<file path="config.mk">
export PLATFORM = sky130hd
export DESIGN_NAME = alu_accum_flat
export DESIGN_NICKNAME = d
export VERILOG_FILES = /design/src/rtl/alu_accum_if.sv /design/src/rtl/alu_accum.sv /design/src/flat_wrapper.sv
export SDC_FILE = /design/constraint.sdc
export NUM_CORES = 1
export LEC_CHECK = 0
export CAP_MARGIN = 20
export CORE_ASPECT_RATIO = 2
export CORE_MARGIN = 2
export CORE_UTILIZATION = 39
export CTS_BUF_LIST = sky130_fd_sc_hd__clkbuf_8
export CTS_CLUSTER_DIAMETER = 50
export DETAILED_ROUTE_END_ITERATION = 16
export DONT_BUFFER_PORTS = 1
export GPL_TIMING_DRIVEN = 0
export PLACE_DENSITY = 0.6
export SYNTH_ARGS = -nofsm -noshare
export SYNTH_HDL_FRONTEND = slang
export SYNTH_SLANG_ARGS = --single-unit
</file>
<file path="constraint.sdc">
create_clock -name clock -period 7.7 [get_ports clock]
set_input_delay 2.31 -clock clock [delete_from_list [all_inputs] [get_ports clock]]
set_output_delay 2.31 -clock clock [all_outputs]
set_load 0.01 [all_outputs]
</file>
<file path="src/rtl/alu_accum_if.sv">
// alu_accum_if: request/result bundle between a controller and the
// accumulator ALU.
//   start, clear, op, a : controller -> ALU (request side)
//   ready, done, acc, zero : ALU -> controller (status/result side)
// The master modport belongs to the controller and the slave modport to alu_accum.
interface alu_accum_if #(
    parameter int WIDTH = 4
);
    logic                 start;
    logic                 clear;
    logic [2:0]           op;
    logic [WIDTH-1:0]     a;
    logic                 ready;
    logic                 done;
    logic [2*WIDTH-1:0]   acc;
    logic                 zero;

    modport master (
        output start, clear, op, a,
        input  ready, done, acc, zero
    );

    modport slave (
        input  start, clear, op, a,
        output ready, done, acc, zero
    );
endinterface

</file>
<file path="src/rtl/alu_accum.sv">
// alu_accum: accumulator ALU. Applies one of eight operations to operand A
// and B = acc[WIDTH-1:0], writing the 2*WIDTH-bit result back into acc.
// Multiply is a sequential shift-add taking WIDTH extra cycles; ready/done
// provide the flow control around it.
// Ports:
//   clock    rising-edge clock
//   reset_n  asynchronous active-low reset
//   bus      alu_accum_if slave: start/clear/op/a in, ready/done/acc/zero out
module alu_accum #(
    parameter int WIDTH = 4
) (
    input  logic        clock,
    input  logic        reset_n,
    alu_accum_if.slave  bus
);
    localparam int ACC_W = 2 * WIDTH;
    localparam int CNT_W = $clog2(WIDTH + 1);

    typedef enum logic {
        S_IDLE = 1'b0,
        S_MUL  = 1'b1
    } state_t;

    state_t             r_state;
    state_t             w_state_nxt;

    logic [ACC_W-1:0]   r_acc;
    logic               r_zero;
    logic               r_done;

    logic [ACC_W-1:0]   r_mcand;
    logic [WIDTH-1:0]   r_mplier;
    logic [ACC_W-1:0]   r_prod;
    logic [CNT_W-1:0]   r_cnt;

    logic               w_acc_we;
    logic [ACC_W-1:0]   w_acc_nxt;
    logic               w_done_nxt;
    logic               w_mul_load;
    logic               w_mul_step;
    logic [ACC_W-1:0]   w_prod_sum;
    logic [ACC_W-1:0]   w_alu_res;

    // Single-cycle operations; both operands zero-extended to ACC_W bits.
    function automatic logic [ACC_W-1:0] alu_single(
        input logic [2:0]       op,
        input logic [WIDTH-1:0] a,
        input logic [WIDTH-1:0] b
    );
        logic [ACC_W-1:0] ae;
        logic [ACC_W-1:0] be;
        ae = {{WIDTH{1'b0}}, a};
        be = {{WIDTH{1'b0}}, b};
        case (op)
            3'b000:  return ae + ACC_W'(1);
            3'b001:  return ae + be;
            3'b010:  return ae - be;
            3'b011:  return {a | b, a ^ b};
            3'b100:  return {{(ACC_W-1){1'b0}}, |{a, b}};
            3'b101:  return (ae >= ACC_W'(ACC_W)) ? '0 : (be << ae);
            3'b110:  return be >> ae;
            default: return '0;
        endcase
    endfunction

    assign w_alu_res  = alu_single(bus.op, bus.a, r_acc[WIDTH-1:0]);
    // Partial product after consuming the current multiplier LSB.
    assign w_prod_sum = r_prod + (r_mplier[0] ? r_mcand : '0);

    always_ff @(posedge clock or negedge reset_n) begin
        if (!reset_n) begin
            r_state <= S_IDLE;
        end else begin
            r_state <= w_state_nxt;
        end
    end

    always_comb begin
        w_state_nxt = r_state;
        w_acc_we    = 1'b0;
        w_acc_nxt   = r_acc;
        w_done_nxt  = 1'b0;
        w_mul_load  = 1'b0;
        w_mul_step  = 1'b0;
        case (r_state)
            S_IDLE: begin
                if (bus.clear) begin
                    // clear outranks a coincident start, which is dropped
                    w_acc_we  = 1'b1;
                    w_acc_nxt = '0;
                end else if (bus.start) begin
                    if (bus.op == 3'b111) begin
                        w_mul_load  = 1'b1;
                        w_state_nxt = S_MUL;
                    end else begin
                        w_acc_we   = 1'b1;
                        w_acc_nxt  = w_alu_res;
                        w_done_nxt = 1'b1;
                    end
                end
            end
            S_MUL: begin
                if (bus.clear) begin
                    w_acc_we    = 1'b1;
                    w_acc_nxt   = '0;
                    w_state_nxt = S_IDLE;
                end else begin
                    w_mul_step = 1'b1;
                    // Last multiplier bit: write the finished product straight to acc.
                    if (r_cnt == CNT_W'(WIDTH - 1)) begin
                        w_acc_we    = 1'b1;
                        w_acc_nxt   = w_prod_sum;
                        w_done_nxt  = 1'b1;
                        w_state_nxt = S_IDLE;
                    end
                end
            end
            default: w_state_nxt = S_IDLE;
        endcase
    end

    always_ff @(posedge clock or negedge reset_n) begin
        if (!reset_n) begin
            r_acc    <= '0;
            r_zero   <= 1'b1;
            r_done   <= 1'b0;
            r_mcand  <= '0;
            r_mplier <= '0;
            r_prod   <= '0;
            r_cnt    <= '0;
        end else begin
            r_done <= w_done_nxt;
            if (w_acc_we) begin
                r_acc  <= w_acc_nxt;
                r_zero <= (w_acc_nxt == '0);
            end
            if (w_mul_load) begin
                r_mcand  <= {{WIDTH{1'b0}}, r_acc[WIDTH-1:0]};
                r_mplier <= bus.a;
                r_prod   <= '0;
                r_cnt    <= '0;
            end else if (w_mul_step) begin
                r_mcand  <= r_mcand << 1;
                r_mplier <= r_mplier >> 1;
                r_prod   <= w_prod_sum;
                r_cnt    <= r_cnt + CNT_W'(1);
            end
        end
    end

    assign bus.ready = (r_state == S_IDLE);
    assign bus.done  = r_done;
    assign bus.acc   = r_acc;
    assign bus.zero  = r_zero;
endmodule

</file>
<file path="src/flat_wrapper.sv">
// flat-port wrapper written by rule: the top's interface ports become plain ports
module alu_accum_flat 
#(
    parameter int WIDTH = 4
)
  (clock, reset_n, bus_start, bus_clear, bus_op, bus_a, bus_ready, bus_done, bus_acc, bus_zero);
  alu_accum_if #(.WIDTH(WIDTH)) bus_i ();
  input  logic clock;
  input  logic reset_n;
  input wire logic [$bits(bus_i.start)-1:0] bus_start;
  input wire logic [$bits(bus_i.clear)-1:0] bus_clear;
  input wire logic [$bits(bus_i.op)-1:0] bus_op;
  input wire logic [$bits(bus_i.a)-1:0] bus_a;
  output wire logic [$bits(bus_i.ready)-1:0] bus_ready;
  output wire logic [$bits(bus_i.done)-1:0] bus_done;
  output wire logic [$bits(bus_i.acc)-1:0] bus_acc;
  output wire logic [$bits(bus_i.zero)-1:0] bus_zero;
  assign bus_i.start = bus_start;
  assign bus_i.clear = bus_clear;
  assign bus_i.op = bus_op;
  assign bus_i.a = bus_a;
  assign bus_ready = bus_i.ready;
  assign bus_done = bus_i.done;
  assign bus_acc = bus_i.acc;
  assign bus_zero = bus_i.zero;
  alu_accum #(.WIDTH(WIDTH)) u_core (.clock(clock), .reset_n(reset_n), .bus(bus_i));
endmodule
</file>
==> flow_summary.ini, run 1 <==
[flow_run]
cap_violations = 0

[synthesis]
synth-edff-count = 0
ys_seq_elements = 34
avgSynthCellArea_sq_um = 8.271
yosys_warnings = 0
yosysMostFrequentCell = nand2_1
synthArstFlopShare = 1.000
synth_cell_types = 55
mappedNetlistNets = 354
synth_cells = 318
synthFlopType = dfrtp_1
synth_area_sq_mm = 0.002630
synth_top_area_cell = dfrtp_1
synth_area_leaders = dfrtp_1, ha_1, nand2_1, o21ai_0, nor2_1
synth_common_cells = nand2_1, dfrtp_1, o21ai_0, ha_1, nor2_1
ys_seq_area_frac = 0.3240
synth_top_area_share = 0.3140

[clocking]
clock_latency_ps = 300
cts.sinks = 34
cts_post_setup_buffers_inserted = 0
cts_buffers = 5
ctsHtreeMaxLevel = 2
tritoncts = done
holdBufCountCts = 0
ctsResizeCount = 0
clock_path_buffers = 2
cts.clk_slew.worst_paths_ps = 70
clockRootBuffer = clkbuf_8

[route]
wl_per_cell_um = 19.87
wl_um = 8225
viasPerCell = 5.886
vias = 2437
drtPass1Iterations = 4
drc = 0
antenna_left = 0
drt_iter0_markers = 235

[timing]
maxSlewViolCount = 0
period_needed_ps = 5851
fin_crit_sh = 0.7599
fin_ws_ps = 1849
hold_viol = 0
finalSetupViolCount = 0
skew_ps = 11.21
slew_headroom = 0.5070
rsz0062_at_grt = false
setup_tns_ps = 0
max_freq_mhz = 170.9
tightest_slew_ps = 736.8

[place]
place_ws_ps = 1575
place.detailed.hpwl_um = 6476
port_buffers = 0
gp_congestion = 0.9295

[grt]
grt_overflow_total = 0
grt_max_degree = 35
grt_pass1_vias = 2553
grt_pass1_wl_um = 13270
grt_usage = 0.2451
antenna_found_initial = 0

[layout]
fin_nets = 361
multi_input_area_sq_mm = 0.001657
area_delta_synth_final_pct = 8.230
drive_gt1_frac = 0.04908
nFillCells = 680
seq_area_sq_um = 852.1
antenna-diode-count = 0

[pwr]
power_density_mw_per_mm2 = 173.3
p_comb_frac = 0.218
switching_share = 0.3154
p_switching_w = 0.0001556
peakVddDrop_v = 0.0001403
clkPwrFrac = 0.325
seqPwrFrac = 0.458
internal-power_w = 0.0003378
leakagePower_nw = 1.223

[floorplan]
dieArea_sq_mm = 0.007456
die_y_um = 120.1
core_area_sq_mm = 0.006569
rows = 42
die_w_um = 62.07
start_util = 0.4004
ioPinCount = 22

[critical_path]
cp_slowest_cell = or4b_2
start_kind = input pin
rrSetupSlack_ps = 3620
reg2reg_from = u_core.bus.acc[0]$_DFFE_PN0P_
critical_path_arrival_ps = 6070
crit_path_max_incr_delay_ps = 700
cp.required_ps = 7910
crit_fanout = 10
path_delay_family = simple AND/OR/NAND/NOR gates
worstPathCellList = clkbuf_1, or4b_2, ha_1, fa_1, xor2_1, nor2_1, a211oi_1, a211oi_1, o22ai_1, or4_1, or4_1, o31ai_1
startpoint = bus_op[2]
cp-end-kind = flip-flop
r2r_cells = 11
timing.critical_path.buf_inv = 1
timing.rr.end = u_core.bus.zero$_DFFE_PN1P_
path_class = in -> reg

[worst_hold_path]
hold_class = reg -> reg
whs_path_depth = 2
hold_path.startpoint = u_core.r_mplier[2]$_DFFE_PN0P_
hold_end = u_core.r_mplier[2]$_DFFE_PN0P_

[run_status]
status = finished clean
-- worst reg2reg max path: stages, from the launching register on --
cell and delay [ps]:
dfrtp_1 530, or4b_2 660, ha_1 250, fa_1 440, xor2_1 210, nor2_1 100
a211oi_1 60, a211oi_1 250, o22ai_1 170, or4_1 480, or4_1 590, o31ai_1 260
-- power by group through the flow --
stage / logic (W) / registers (W) / clock network (W)
floorplan: 0.0000800 / 0.000220 / 0
global placement: 0.000105 / 0.000228 / 0
detailed placement: 0.000106 / 0.000229 / 0
CTS: 0.000107 / 0.000226 / 0.000164
global route: 0.000122 / 0.000229 / 0.000169
finish: 0.000108 / 0.000226 / 0.000160
-- layer usage --
metal	track usage	share of wire	vias up
met3	0.03448	0.038	34
met5	0	0	-
met2	0.4368	0.57	81
met4	0.1662	0.071	0
met1	0.2379	0.32	1180
li1	-	-	1142
-- per-stage QoR --
stage	hold slack, ps	std cells	util	cell area [sq um]	power [W]
after floorplan	446.8	318	-	2630	0.0002999
after global routing	510.0	414	0.4333	2846	0.0005195
final	492.4	414	0.4333	2846	0.0004934
after CTS	493.2	414	0.4333	2846	0.0004962
after detailed placement	473.5	406	0.4171	2740	0.0003350
after global placement	463.9	406	0.4171	2740	0.0003329
-- worst max-delay path by stage --
stage                                       end  slack (ps)  depth (start not counted)
floorplan           u_core.bus.zero$_DFFE_PN1P_        2140                         12
detailed placement  u_core.bus.zero$_DFFE_PN1P_        1580                         12
finish              u_core.bus.zero$_DFFE_PN1P_        1850                         12
global placement    u_core.bus.zero$_DFFE_PN1P_        1590                         12
CTS                 u_core.bus.zero$_DFFE_PN1P_        1880                         12
global route        u_core.bus.zero$_DFFE_PN1P_        1730                         12
-- cell usage in the layout, fill, tap and decap left out, types with 2 or more instances in the layout --
master,n
a211oi_1,3
xor2_1,3
o211ai_1,3
ha_1,22
fa_1,3
a21o_1,2
o21ai_0,30
inv_1,16
nor2_1,22
o221ai_1,2
nand2_1,62
a31oi_1,3
a41oi_1,2
or3_1,3
o2111ai_1,2
and3_1,2
o21bai_1,2
o22ai_1,6
xnor2_1,7
nor3_1,3
nand3_1,6
nand2b_1,4
a21oi_1,11
nor2b_1,4
and2_1,8
or4_1,2
clkbuf_1,14
mux2i_1,7
dfrtp_1,33
a22oi_1,8
clkbuf_8,5
-- registers in the layout, summed over array words and instances (netlist names) --
name,flops
u_core.bus.acc,8
u_core.r_mcand,8
u_core.r_prod,8
u_core.r_mplier,4
u_core.r_cnt,3
u_core.bus.done,1
u_core.bus.zero,1
u_core.r_state,1
-- cells by family (layout without fill, tap and decap cells) --
logic type | Yosys count | after routing | synth area share
DFF | 34 | 34 | 0.3240
AOI/OAI and AO/OA | 85 | 85 | 0.2079
buffers and inverters | 30 | 38 | 0.04614
and+or+nand+nor | 125 | 125 | 0.2217
xor gates and xnor gates | 10 | 10 | 0.03330
muxes | 9 | 9 | 0.03949
adders and majority gates | 25 | 25 | 0.1275
-- final cells by class --
type                            count  area share
Buffer                             16     0.02418
Clock buffer                        5     0.02418
Clock inverter                      3     0.01319
Inverter                           14     0.01846
Multi-Input combinational cell    254      0.5820
Sequential cell                    34      0.2993
Tap cell                           88     0.03868
Power figures use the tool's default switching activity.
==> run 2, diff against run 1 <==
==> constraint.sdc (replaced) <==
create_clock -name clock -period 5.4 [get_ports clock]
set_input_delay 1.62 -clock clock [delete_from_list [all_inputs] [get_ports clock]]
set_output_delay 1.62 -clock clock [all_outputs]
set_load 0.01 [all_outputs]
==> results of run 2 <==
Same layout as run 1 (identical final DEF). Status: finished clean.
Main changes from that run: setup slack after placement 1575 ps -> -34.80 ps; setup slack after layout 1849 ps -> 238.7 ps; register-to-register setup slack 3620 ps -> 1320 ps; total power 0.0004934 W -> 0.0007035 W; worst IR drop on VDD 0.0001403 V -> 0.0002001 V
